<file path="src/rtl/vga_sync_decoder_if.sv">
// Video tap bus: sync/colour samples from the connector side and the decoded
// pixel stream, lock status and counters produced by the decoder.
interface vga_sync_decoder_if;
   logic       hsync_in;
   logic       vsync_in;
   logic [2:0] rgb_in;
   logic [9:0] pix_x;
   logic [9:0] pix_y;
   logic [2:0] pix_rgb;
   logic       pix_valid;
   logic       frame_start;
   logic       locked;
   logic [7:0] frame_count;
   logic [7:0] err_count;

   modport master (
      output hsync_in, vsync_in, rgb_in,
      input  pix_x, pix_y, pix_rgb, pix_valid, frame_start,
      input  locked, frame_count, err_count
   );

   modport slave (
      input  hsync_in, vsync_in, rgb_in,
      output pix_x, pix_y, pix_rgb, pix_valid, frame_start,
      output locked, frame_count, err_count
   );
endinterface

</file>
<file path="src/rtl/vga_sync_decoder.sv">
// Loopback monitor for the VGA output: rebuilds pixel coordinates from the
// sync stream, tracks timing lock and counts completed frames and lock losses.
module vga_sync_decoder #(
   parameter int H_TOTAL         = 800,
   parameter int V_TOTAL         = 525,
   parameter int H_VISIBLE       = 640,
   parameter int V_VISIBLE       = 480,
   parameter int H_OFFSET        = 144,
   parameter int V_OFFSET        = 35,
   parameter int SYNC_ACTIVE_LOW = 1
) (
   input logic               clk25,
   input logic               reset,
   vga_sync_decoder_if.slave vid
);

   localparam logic        ACT_LOW   = (SYNC_ACTIVE_LOW != 0);
   localparam logic [9:0]  MAX_POS   = 10'd1023;
   localparam logic [10:0] H_TOTAL_W = 11'(H_TOTAL);
   localparam logic [10:0] V_TOTAL_W = 11'(V_TOTAL);
   localparam logic [10:0] H_LO      = 11'(H_OFFSET);
   localparam logic [10:0] H_HI      = 11'(H_OFFSET + H_VISIBLE);
   localparam logic [10:0] V_LO      = 11'(V_OFFSET);
   localparam logic [10:0] V_HI      = 11'(V_OFFSET + V_VISIBLE);
   localparam logic [9:0]  X_OFF     = 10'(H_OFFSET);
   localparam logic [9:0]  Y_OFF     = 10'(V_OFFSET);

   typedef enum logic [1:0] {SEARCH, TRACK, LOCKED} state_t;

   // Sync samples are stored normalised: 1 always means asserted.
   logic       hs_q, hs_q2, vs_q, vs_q2;
   logic [2:0] rgb_q;
   logic [9:0] h_pos, v_cnt;
   state_t     state;
   logic       skip_line;

   logic [9:0] pix_x_reg, pix_y_reg;
   logic [2:0] pix_rgb_reg;
   logic       pix_valid_reg, frame_start_reg, locked_reg;
   logic [7:0] frame_count_reg, err_count_reg;

   logic       hs_edge, vs_edge;
   logic [9:0] h_pos_next, v_cnt_next, v_cnt_inc;
   logic       line_ok, frame_ok, h_sat, v_sat;
   logic       track_fail, lock_fail, locked_next;
   logic       visible;
   logic [9:0] x_next, y_next;

   assign hs_edge    = hs_q & ~hs_q2;
   assign vs_edge    = vs_q & ~vs_q2;
   assign h_pos_next = hs_edge ? 10'd0 : ((h_pos == MAX_POS) ? MAX_POS : h_pos + 10'd1);
   assign v_cnt_inc  = (v_cnt == MAX_POS) ? MAX_POS : v_cnt + 10'd1;
   // A coincident hsync edge already belongs to the new frame, hence the load of 1.
   assign v_cnt_next = vs_edge ? {9'd0, hs_edge} : (hs_edge ? v_cnt_inc : v_cnt);

   assign line_ok  = (({1'b0, h_pos} + 11'd1) == H_TOTAL_W);
   assign frame_ok = ({1'b0, v_cnt} == V_TOTAL_W);
   assign h_sat    = (h_pos_next == MAX_POS);
   assign v_sat    = (v_cnt_next == MAX_POS);

   assign track_fail  = (hs_edge && !skip_line && !line_ok) || h_sat;
   assign lock_fail   = (hs_edge && !line_ok) || (vs_edge && !frame_ok) || h_sat || v_sat;
   assign locked_next = ((state == TRACK) && !track_fail && vs_edge && frame_ok) ||
                        ((state == LOCKED) && !lock_fail);

   // Decode uses the counter values being loaded this edge so the coordinates
   // line up with rgb_q, the sample they describe.
   assign visible = ({1'b0, h_pos_next} >= H_LO) && ({1'b0, h_pos_next} < H_HI) &&
                    ({1'b0, v_cnt_next} >= V_LO) && ({1'b0, v_cnt_next} < V_HI);
   assign x_next  = h_pos_next - X_OFF;
   assign y_next  = v_cnt_next - Y_OFF;

   always_ff @(posedge clk25 or posedge reset) begin
      if (reset) begin
         hs_q            <= 1'b0;
         hs_q2           <= 1'b0;
         vs_q            <= 1'b0;
         vs_q2           <= 1'b0;
         rgb_q           <= 3'd0;
         h_pos           <= 10'd0;
         v_cnt           <= 10'd0;
         pix_x_reg       <= 10'd0;
         pix_y_reg       <= 10'd0;
         pix_rgb_reg     <= 3'd0;
         pix_valid_reg   <= 1'b0;
         frame_start_reg <= 1'b0;
      end else begin
         hs_q            <= vid.hsync_in ^ ACT_LOW;
         vs_q            <= vid.vsync_in ^ ACT_LOW;
         rgb_q           <= vid.rgb_in;
         hs_q2           <= hs_q;
         vs_q2           <= vs_q;
         h_pos           <= h_pos_next;
         v_cnt           <= v_cnt_next;
         pix_valid_reg   <= visible && locked_next;
         frame_start_reg <= visible && locked_next && (x_next == 10'd0) && (y_next == 10'd0);
         if (visible) begin
            pix_x_reg   <= x_next;
            pix_y_reg   <= y_next;
            pix_rgb_reg <= rgb_q;
         end
      end
   end

   always_ff @(posedge clk25 or posedge reset) begin
      if (reset) begin
         state           <= SEARCH;
         skip_line       <= 1'b0;
         locked_reg      <= 1'b0;
         frame_count_reg <= 8'd0;
         err_count_reg   <= 8'd0;
      end else begin
         locked_reg <= locked_next;
         case (state)
            SEARCH: begin
               if (vs_edge) begin
                  state     <= TRACK;
                  skip_line <= 1'b1;
               end
            end
            TRACK: begin
               // The first line after entry started before we were watching.
               if (track_fail) begin
                  state <= SEARCH;
               end else begin
                  if (hs_edge) skip_line <= 1'b0;
                  if (vs_edge && frame_ok) state <= LOCKED;
               end
            end
            LOCKED: begin
               if (lock_fail) begin
                  state <= SEARCH;
                  if (err_count_reg != 8'hFF) err_count_reg <= err_count_reg + 8'd1;
               end else if (vs_edge) begin
                  frame_count_reg <= frame_count_reg + 8'd1;
               end
            end
            default: state <= SEARCH;
         endcase
      end
   end

   assign vid.pix_x       = pix_x_reg;
   assign vid.pix_y       = pix_y_reg;
   assign vid.pix_rgb     = pix_rgb_reg;
   assign vid.pix_valid   = pix_valid_reg;
   assign vid.frame_start = frame_start_reg;
   assign vid.locked      = locked_reg;
   assign vid.frame_count = frame_count_reg;
   assign vid.err_count   = err_count_reg;

endmodule
</file>
<file path="src/flat_wrapper.sv">
// flat-port wrapper written by rule: the top's interface ports become plain ports
module vga_sync_decoder_flat 
#(
   parameter int H_TOTAL         = 800,
   parameter int V_TOTAL         = 525,
   parameter int H_VISIBLE       = 640,
   parameter int V_VISIBLE       = 480,
   parameter int H_OFFSET        = 144,
   parameter int V_OFFSET        = 35,
   parameter int SYNC_ACTIVE_LOW = 1
)
  (clk25, reset, vid_hsync_in, vid_vsync_in, vid_rgb_in, vid_pix_x, vid_pix_y, vid_pix_rgb, vid_pix_valid, vid_frame_start, vid_locked, vid_frame_count, vid_err_count);
  vga_sync_decoder_if vid_i ();
  input logic clk25;
  input logic reset;
  input wire logic [$bits(vid_i.hsync_in)-1:0] vid_hsync_in;
  input wire logic [$bits(vid_i.vsync_in)-1:0] vid_vsync_in;
  input wire logic [$bits(vid_i.rgb_in)-1:0] vid_rgb_in;
  output wire logic [$bits(vid_i.pix_x)-1:0] vid_pix_x;
  output wire logic [$bits(vid_i.pix_y)-1:0] vid_pix_y;
  output wire logic [$bits(vid_i.pix_rgb)-1:0] vid_pix_rgb;
  output wire logic [$bits(vid_i.pix_valid)-1:0] vid_pix_valid;
  output wire logic [$bits(vid_i.frame_start)-1:0] vid_frame_start;
  output wire logic [$bits(vid_i.locked)-1:0] vid_locked;
  output wire logic [$bits(vid_i.frame_count)-1:0] vid_frame_count;
  output wire logic [$bits(vid_i.err_count)-1:0] vid_err_count;
  assign vid_i.hsync_in = vid_hsync_in;
  assign vid_i.vsync_in = vid_vsync_in;
  assign vid_i.rgb_in = vid_rgb_in;
  assign vid_pix_x = vid_i.pix_x;
  assign vid_pix_y = vid_i.pix_y;
  assign vid_pix_rgb = vid_i.pix_rgb;
  assign vid_pix_valid = vid_i.pix_valid;
  assign vid_frame_start = vid_i.frame_start;
  assign vid_locked = vid_i.locked;
  assign vid_frame_count = vid_i.frame_count;
  assign vid_err_count = vid_i.err_count;
  vga_sync_decoder #(.H_TOTAL(H_TOTAL), .V_TOTAL(V_TOTAL), .H_VISIBLE(H_VISIBLE), .V_VISIBLE(V_VISIBLE), .H_OFFSET(H_OFFSET), .V_OFFSET(V_OFFSET), .SYNC_ACTIVE_LOW(SYNC_ACTIVE_LOW)) u_core (.clk25(clk25), .reset(reset), .vid(vid_i));
endmodule
</file>
<file path="config.mk">
export PLATFORM = sky130hd
export DESIGN_NAME = vga_sync_decoder_flat
export DESIGN_NICKNAME = d
export VERILOG_FILES = /design/src/rtl/vga_sync_decoder_if.sv /design/src/rtl/vga_sync_decoder.sv /design/src/flat_wrapper.sv
export SDC_FILE = /design/constraint.sdc
export NUM_CORES = 1
export LEC_CHECK = 0
export CAP_MARGIN = 20
export CORE_ASPECT_RATIO = 2
export CORE_MARGIN = 3
export CORE_UTILIZATION = 45
export CTS_CLUSTER_DIAMETER = 50
export DETAILED_ROUTE_END_ITERATION = 8
export DONT_BUFFER_PORTS = 1
export HOLD_SLACK_MARGIN = 0.03
export SETUP_SLACK_MARGIN = 0.3
export SLEW_MARGIN = 40
export SYNTH_ARGS = -nofsm -noshare
export SYNTH_HDL_FRONTEND = slang
export SYNTH_SLANG_ARGS = --single-unit
</file>
<file path="constraint.sdc">
create_clock -name clk25 -period 3.9 [get_ports clk25]
set_input_delay 0.585 -clock clk25 [delete_from_list [all_inputs] [get_ports clk25]]
set_output_delay 0.585 -clock clk25 [all_outputs]
set_load 0.1 [all_outputs]
</file>
==> flow_summary_export.csv, run 1 <==
group,metric,value,unit
grt,grt_max_degree,44,
power,power_density,400,nW/µm²
sta,hold_violations,0,
cts,cts_tree,"built",
floorplan,num_io_pins,49,
setup_path,cp-end-kind,"register",
cts,clock_path_buffers,2,
place,dp_hpwl,8260,µm
setup_path,slowest_delay,490,ps
floorplan,start_util,46.6,%
cells_and_area,n_antenna_cell,0,
sta,slew_headroom,40.6,%
power,vdd_ir_drop_max,0.255,mV
power,p_sw_share,26.2,%
synth,ys_ff_latch,72,
floorplan,dieArea,10700,µm²
cells_and_area,final_cells,534,
setup_path,r2r-start,"u_core.v_cnt[0]",
grt,track_usage,22.0,%
sta,setup_viol,0,
synth,yosysTopAreaCell,"dfrtp_1",
detailed_routing,vias,3346,
detailed_routing,drcViolationCount,0,
synth,synth_area_per_cell,10.3,µm²
sta,period_minus_slack,3360,ps
power,power_frac_comb,9.7,%
cts,clk_pin_slew,60,ps
sta,clock_skew,6.79,ps
cells_and_area,drive_gt1_share,24.8,%
place,gp_congestion,0.919,
synth,syn_inst,413,
synth,yosysMostFrequentCell,"dfrtp_1",
setup_path,cp-start-kind,"register",
setup_path,crit_fanout,15,
run_status,status,"complete, no violations",
cts,root_buffer,"clkbuf_16",
synth,ys_types,71,
floorplan,fp.dieW,74.8,µm
setup_path,crit_slowest_cell,"or4_1",
grt,antenna_found_initial,0,
sta,setup_tns,0,ps
place,port-buffer-count,0,
cells_and_area,area_growth,13.0,%
synth,synth_common_cells,"dfrtp_1, nand3_1, nor2_1",
setup_path,reg2reg_to,"u_core.vid.pix_rgb[1]",
setup_path,r2r_cells,11,
setup_path,path_class,"register to register",
setup_path,cpMostUsedCell,"nand3_2",
detailed_routing,viasPerCell,6.27,
floorplan,fp.dieH,144,µm
synth,synth_flop_cell,"dfrtp_1",
synth,yosysWarnings,0,
grt,grt.overflow.total,0,
synth,synth_edf_count,0,
cts,cts_hold_buffers,0,
setup_path,r2r_setup_slack,540,ps
place,dp_cells,514,
synth,synth.cell_area,4260,µm²
detailed_routing,antenna_left,0,
synth,synthTopCellsByArea,"dfrtp_1, mux2_4, xnor2_1",
floorplan,rows,49,
run,drv_cap,0,
synth,yosysTopAreaCellShare,42.3,%
detailed_routing,drtIter0Drc,171,
power,power.clock.fraction,47.2,%
sta,final_max_slew_viol_count,0,
sta,worst_slew_pin_slew,890,ps
detailed_routing,totalWireLength,10900,µm
power,p_int,1.42,mW
synth,syn-num-nets,430,
cts,htree_levels,3,
floorplan,core-area,9140,µm²
cts,clkSinkCount,72,
power,p_seq_share,43.0,%
synth,ys_seq_area_share,42.3,%
setup_path,cp_cell_sequence,"ha_1 > and4b_2 > nand3_2 > nand3_2 > ha_2 > a21o_1 > o31a_1 > or4_1 > and4_1 > buf_4 > mux2_1",
sta,rsz0062_at_grt,"false",
detailed_routing,wl_per_cell,20.3,µm
synth,async_flop_share,100,%
sta,post-route-period-util,86.2,%
sta,fmaxAchievable,297,MHz
cts,clk_latency,340,ps
power,leakage,2.07,nW
cells_and_area,final_core_util,52.7,%
setup_path,cp.arrival,3580,ps
power,switching_power,0.504,mW
cts,cts_made_buffers,9,
worst_hold_path,hold_class,"primary input to asynchronous set/reset pin",
detailed_routing,drt_first_pass_iters,4,
setup_path,critical_path_required,4120,ps
grt,grt_pass1_wl,17800,µm
cells_and_area,fin_nets,444,
grt,first_global_vias,3453,
[power by group through the flow]
stage                     Clock (mW)  Sequential (mW)  Combinational (mW)
final                          0.909            0.828               0.187
after global placement             0            0.838               0.183
after floorplan                    0            0.813               0.156
after global routing           0.958            0.836               0.212
after detailed placement           0            0.839               0.187
after CTS                      0.926            0.826               0.188
[final cells by class]
| class | count | area, µm² |
|---|---|---|
| clock buffers | 9 | 225 |
| clock inverters | 7 | 103 |
| fillers | 814 | 4320 |
| well taps | 102 | 128 |
| flip-flops and latches | 72 | 1840 |
| repair buffers | 23 | 169 |
| multi-input cells | 301 | 2270 |
| inverters | 20 | 75.1 |
[worst max-delay path, delay by kind of cell (launching register included)]
| family | cells | cell delay, ps |
|---|---|---|
| adder cells (fa/ha/maj) | 2 | 530 |
| buffers and inverters | 1 | 220 |
| AO/OA/AOI/OAI | 2 | 490 |
| AND/OR/NAND/NOR | 5 | 1220 |
| flip-flops | 1 | 440 |
| multiplexers | 1 | 330 |
[kinds of logic after synthesis]
| logic type | Yosys count | share of synthesized area (%) |
|---|---|---|
| multiplexers | 27 | 8.37 |
| AND/OR/NAND/NOR | 147 | 20.7 |
| XOR/XNOR | 29 | 5.96 |
| flip-flops | 72 | 42.3 |
| adder cells (fa/ha/maj) | 10 | 2.94 |
| AO/OA/AOI/OAI | 88 | 14.8 |
| buffers and inverters | 40 | 4.91 |
[per-stage QoR]
stage	cell area [µm²]	setup slack [ps]	total power, mW	hold WS (ps)
after global placement	4400	408	1.02	383
after floorplan	4260	654	0.969	368
after detailed placement	4430	417	1.03	388
after CTS	4760	370	1.94	223
after global routing	4810	327	2.01	237
final	4810	537	1.92	205
[metal layers]
layer | global-route usage [%] | wire length (µm) | vias up | share of wire (%)
li1 | - | - | 1562 | -
met1 | 23.8 | 3910 | 1644 | 36
met2 | 38.8 | 5990 | 99 | 55
met3 | 4.20 | 399 | 41 | 3.7
met4 | 12.3 | 572 | 0 | 5.3
met5 | 0 | 0 | - | 0
[worst max path at each step]
stage / start / endpoint / cells past startpoint
after floorplan: u_core.v_cnt[0] / u_core.vid.pix_x[3] / 13
after global placement: u_core.v_cnt[0] / u_core.vid.pix_y[9] / 11
after detailed placement: u_core.v_cnt[0] / u_core.vid.pix_rgb[1] / 11
after CTS: u_core.v_cnt[0] / u_core.vid.pix_rgb[1] / 11
after global routing: u_core.h_pos[0] / u_core.vid.pix_rgb[0] / 12
final: u_core.v_cnt[0] / u_core.vid.pix_rgb[1] / 11
[repair_timing]
action | CTS | global route
gates resized for setup | 0 | 6
buffers inserted | 0 | 3
setup endpoints to repair | 0 | 24
[layout by cell type (no fill, tap or decap), drive strengths merged, types with 3 or more instances in the layout]
cell type and count:
a211oi 6, a21o 4, a21oi 16, a31oi 7
and2 6, and3 7, and4 5, buf 22
clkbuf 10, dfrtp 72, ha 10, inv 23
mux2 20, mux2i 7, nand2 17, nand2b 4
nand3 28, nand3b 5, nand4 10, nand4b 7
nor2 24, nor2b 3, nor3 14, nor4 5
o211ai 7, o21a 3, o21ai 15, o21bai 3
o31ai 5, or3b 3, xnor2 18, xor2 11
Note: power is estimated with default switching activity, not from simulation.
==> inputs of run 2 (changes only) <==
--- a/config.mk
+++ b/config.mk
@@ -8,7 +8,7 @@
 export CAP_MARGIN = 20
 export CORE_ASPECT_RATIO = 2
 export CORE_MARGIN = 3
-export CORE_UTILIZATION = 45
+export CORE_UTILIZATION = 50
 export CTS_CLUSTER_DIAMETER = 50
 export DETAILED_ROUTE_END_ITERATION = 8
 export DONT_BUFFER_PORTS = 1
==> flow_summary_export.csv, run 2 (synthesized netlist as in run 1, its figures left out) <==
group,metric,value,unit
run_status,status,"complete, no violations",
setup_path,cp.arrival,3620,ps
floorplan,num_io_pins,49,
setup_path,r2r_cells,11,
detailed_routing,drcViolationCount,0,
cts,cts_made_buffers,9,
floorplan,core-area,8290,µm²
cts,clkSinkCount,72,
sta,post-route-period-util,87.4,%
place,port-buffer-count,0,
cells_and_area,fin_nets,441,
sta,period_minus_slack,3410,ps
power,power_density,384,nW/µm²
floorplan,fp.dieW,71.3,µm
cts,clock_path_buffers,2,
cells_and_area,area_growth,12.1,%
grt,grt.overflow.total,0,
cells_and_area,drive_gt1_share,22.6,%
detailed_routing,vias,3345,
cells_and_area,final_cell_mix,"dfrtp_1, dfrtp_2, nand3_1",
grt,grt_max_degree,41,
power,vdd_ir_drop_max,0.297,mV
sta,hold_violations,0,
cts,clk_latency,330,ps
floorplan,start_util,51.4,%
setup_path,slowest_delay,500,ps
sta,slew_headroom,42.6,%
detailed_routing,viasPerCell,6.35,
setup_path,crit_start,"u_core.v_cnt[0]",
setup_path,critical_path_required,4110,ps
setup_path,crit_fanout,9,
cells_and_area,n_fill_cell,708,
cells_and_area,final_common_cell,"dfrtp_1",
cts,root_buffer,"clkbuf_16",
grt,grt_pass1_wl,17300,µm
floorplan,rows,47,
setup_path,cp-start-kind,"register",
detailed_routing,drtIter0Drc,202,
floorplan,dieArea,9730,µm²
sta,setup_tns,0,ps
detailed_routing,wl_per_cell,20.4,µm
detailed_routing,totalWireLength,10700,µm
power,leakage,2.05,nW
setup_path,r2r-start,"u_core.v_cnt[0]",
worst_hold_path,hold_class,"primary input to asynchronous set/reset pin",
setup_path,cp_cell_sequence,"ha_1 > and4b_1 > nand3_2 > nand3_1 > ha_2 > a21o_1 > o31a_1 > or4_1 > and4_1 > buf_4 > mux2_4",
sta,clock_skew,6.60,ps
setup_path,crit_slowest_cell,"or4_1",
setup_path,crit_end,"u_core.vid.pix_y[1]",
grt,first_global_vias,3355,
run,drv_cap,0,
setup_path,path_class,"register to register",
setup_path,cp-end-kind,"register",
cts,cts_tree,"built",
cts,cts_hold_buffers,0,
cts,htree_levels,3,
detailed_routing,drt_first_pass_iters,5,
place,dp_hpwl,8180,µm
sta,rsz0062_at_grt,"false",
place,dp_cells,510,
cells_and_area,n_antenna_cell,0,
cells_and_area,final_cells,527,
setup_path,r2r_setup_slack,490,ps
detailed_routing,antenna_left,0,
sta,fmaxAchievable,293,MHz
power,power,1.83,mW
place,gp_congestion,0.913,
floorplan,fp.dieH,137,µm
sta,worst_slew_pin_slew,861,ps
cts,clk_pin_slew,60,ps
sta,final_max_slew_viol_count,0,
sta,setup_viol,0,
grt,track_usage,23.2,%
grt,antenna_found_initial,0,
setup_path,reg2reg_to,"u_core.vid.pix_y[1]",
run 2: worst min path at each step:
| stage | slack (ps) | to | cells past startpoint |
|---|---|---|---|
| finish | 240 | u_core.vid.err_count[4] | 1 |
| global route | 270 | u_core.rgb_q[0] | 0 |
| CTS | 250 | u_core.vid.err_count[4] | 1 |
| detailed placement | 390 | u_core.vs_q2 | 0 |
| global placement | 380 | u_core.vs_q2 | 0 |
| floorplan | 370 | u_core.vs_q2 | 0 |
run 2: layout make-up:
| type | instances | area (µm²) | share of cell area, % |
|---|---|---|---|
| multi-input cells | 301 | 2260 | 47.3 |
| flip-flops and latches | 72 | 1840 | 38.6 |
| clock buffers | 12 | 246 | 5.16 |
| repair buffers | 20 | 179 | 3.75 |
| well taps | 98 | 123 | 2.57 |
| inverters | 20 | 75.1 | 1.57 |
| clock inverters | 4 | 52.6 | 1.10 |
run 2: power by group:
part           internal, mW  switching (mW)  total (mW)  leakage (nW)
registers             0.778          0.0506       0.829         0.923
clock network         0.515           0.311       0.826         0.147
logic                0.0710           0.108       0.179         0.978
total                  1.36           0.470        1.83          2.05
run 2: layer usage:
layer | track usage, % | vias up | part of all wire, %
li1 | - | 1560 | -
met1 | 24.0 | 1631 | 35
met2 | 42.3 | 119 | 56
met3 | 3.60 | 35 | 3.6
met4 | 14.9 | 0 | 5.1
met5 | 0 | - | 0
run 2: metrics by stage:
stage	setup slack [ps]	area (µm²)	hold slack, ps	util (%)
after floorplan	654	4260	368	-
after global placement	499	4390	381	52.9
after detailed placement	465	4450	393	53.6
after CTS	431	4740	252	57.2
after global routing	341	4770	266	57.6
final	491	4770	238	57.6
run 2: what timing repair did:
| action | CTS | global route |
|---|---|---|
| gates resized for setup | 0 | 3 |
| setup endpoints to repair | 0 | 14 |
| buffers inserted | 0 | 1 |
run 2: critical path: cells and delay by family, from the launching register on:
| kind | cells | cell delay (ps) |
|---|---|---|
| simple gates | 5 | 1310 |
| mux | 1 | 300 |
| flops | 1 | 430 |
| buf+inv | 1 | 200 |
| fa+ha+maj | 2 | 540 |
| compound gates | 2 | 480 |
==> inputs of run 3 (changes only) <==
--- a/config.mk
+++ b/config.mk
@@ -14,6 +14,7 @@
 export DONT_BUFFER_PORTS = 1
 export HOLD_SLACK_MARGIN = 0.03
 export SETUP_SLACK_MARGIN = 0.3
+export SKIP_CTS_REPAIR_TIMING = 1
 export SLEW_MARGIN = 40
 export SYNTH_ARGS = -nofsm -noshare
 export SYNTH_HDL_FRONTEND = slang
==> results of run 3 <==
The final DEF is identical to that of run 2; final timing and power are the same.
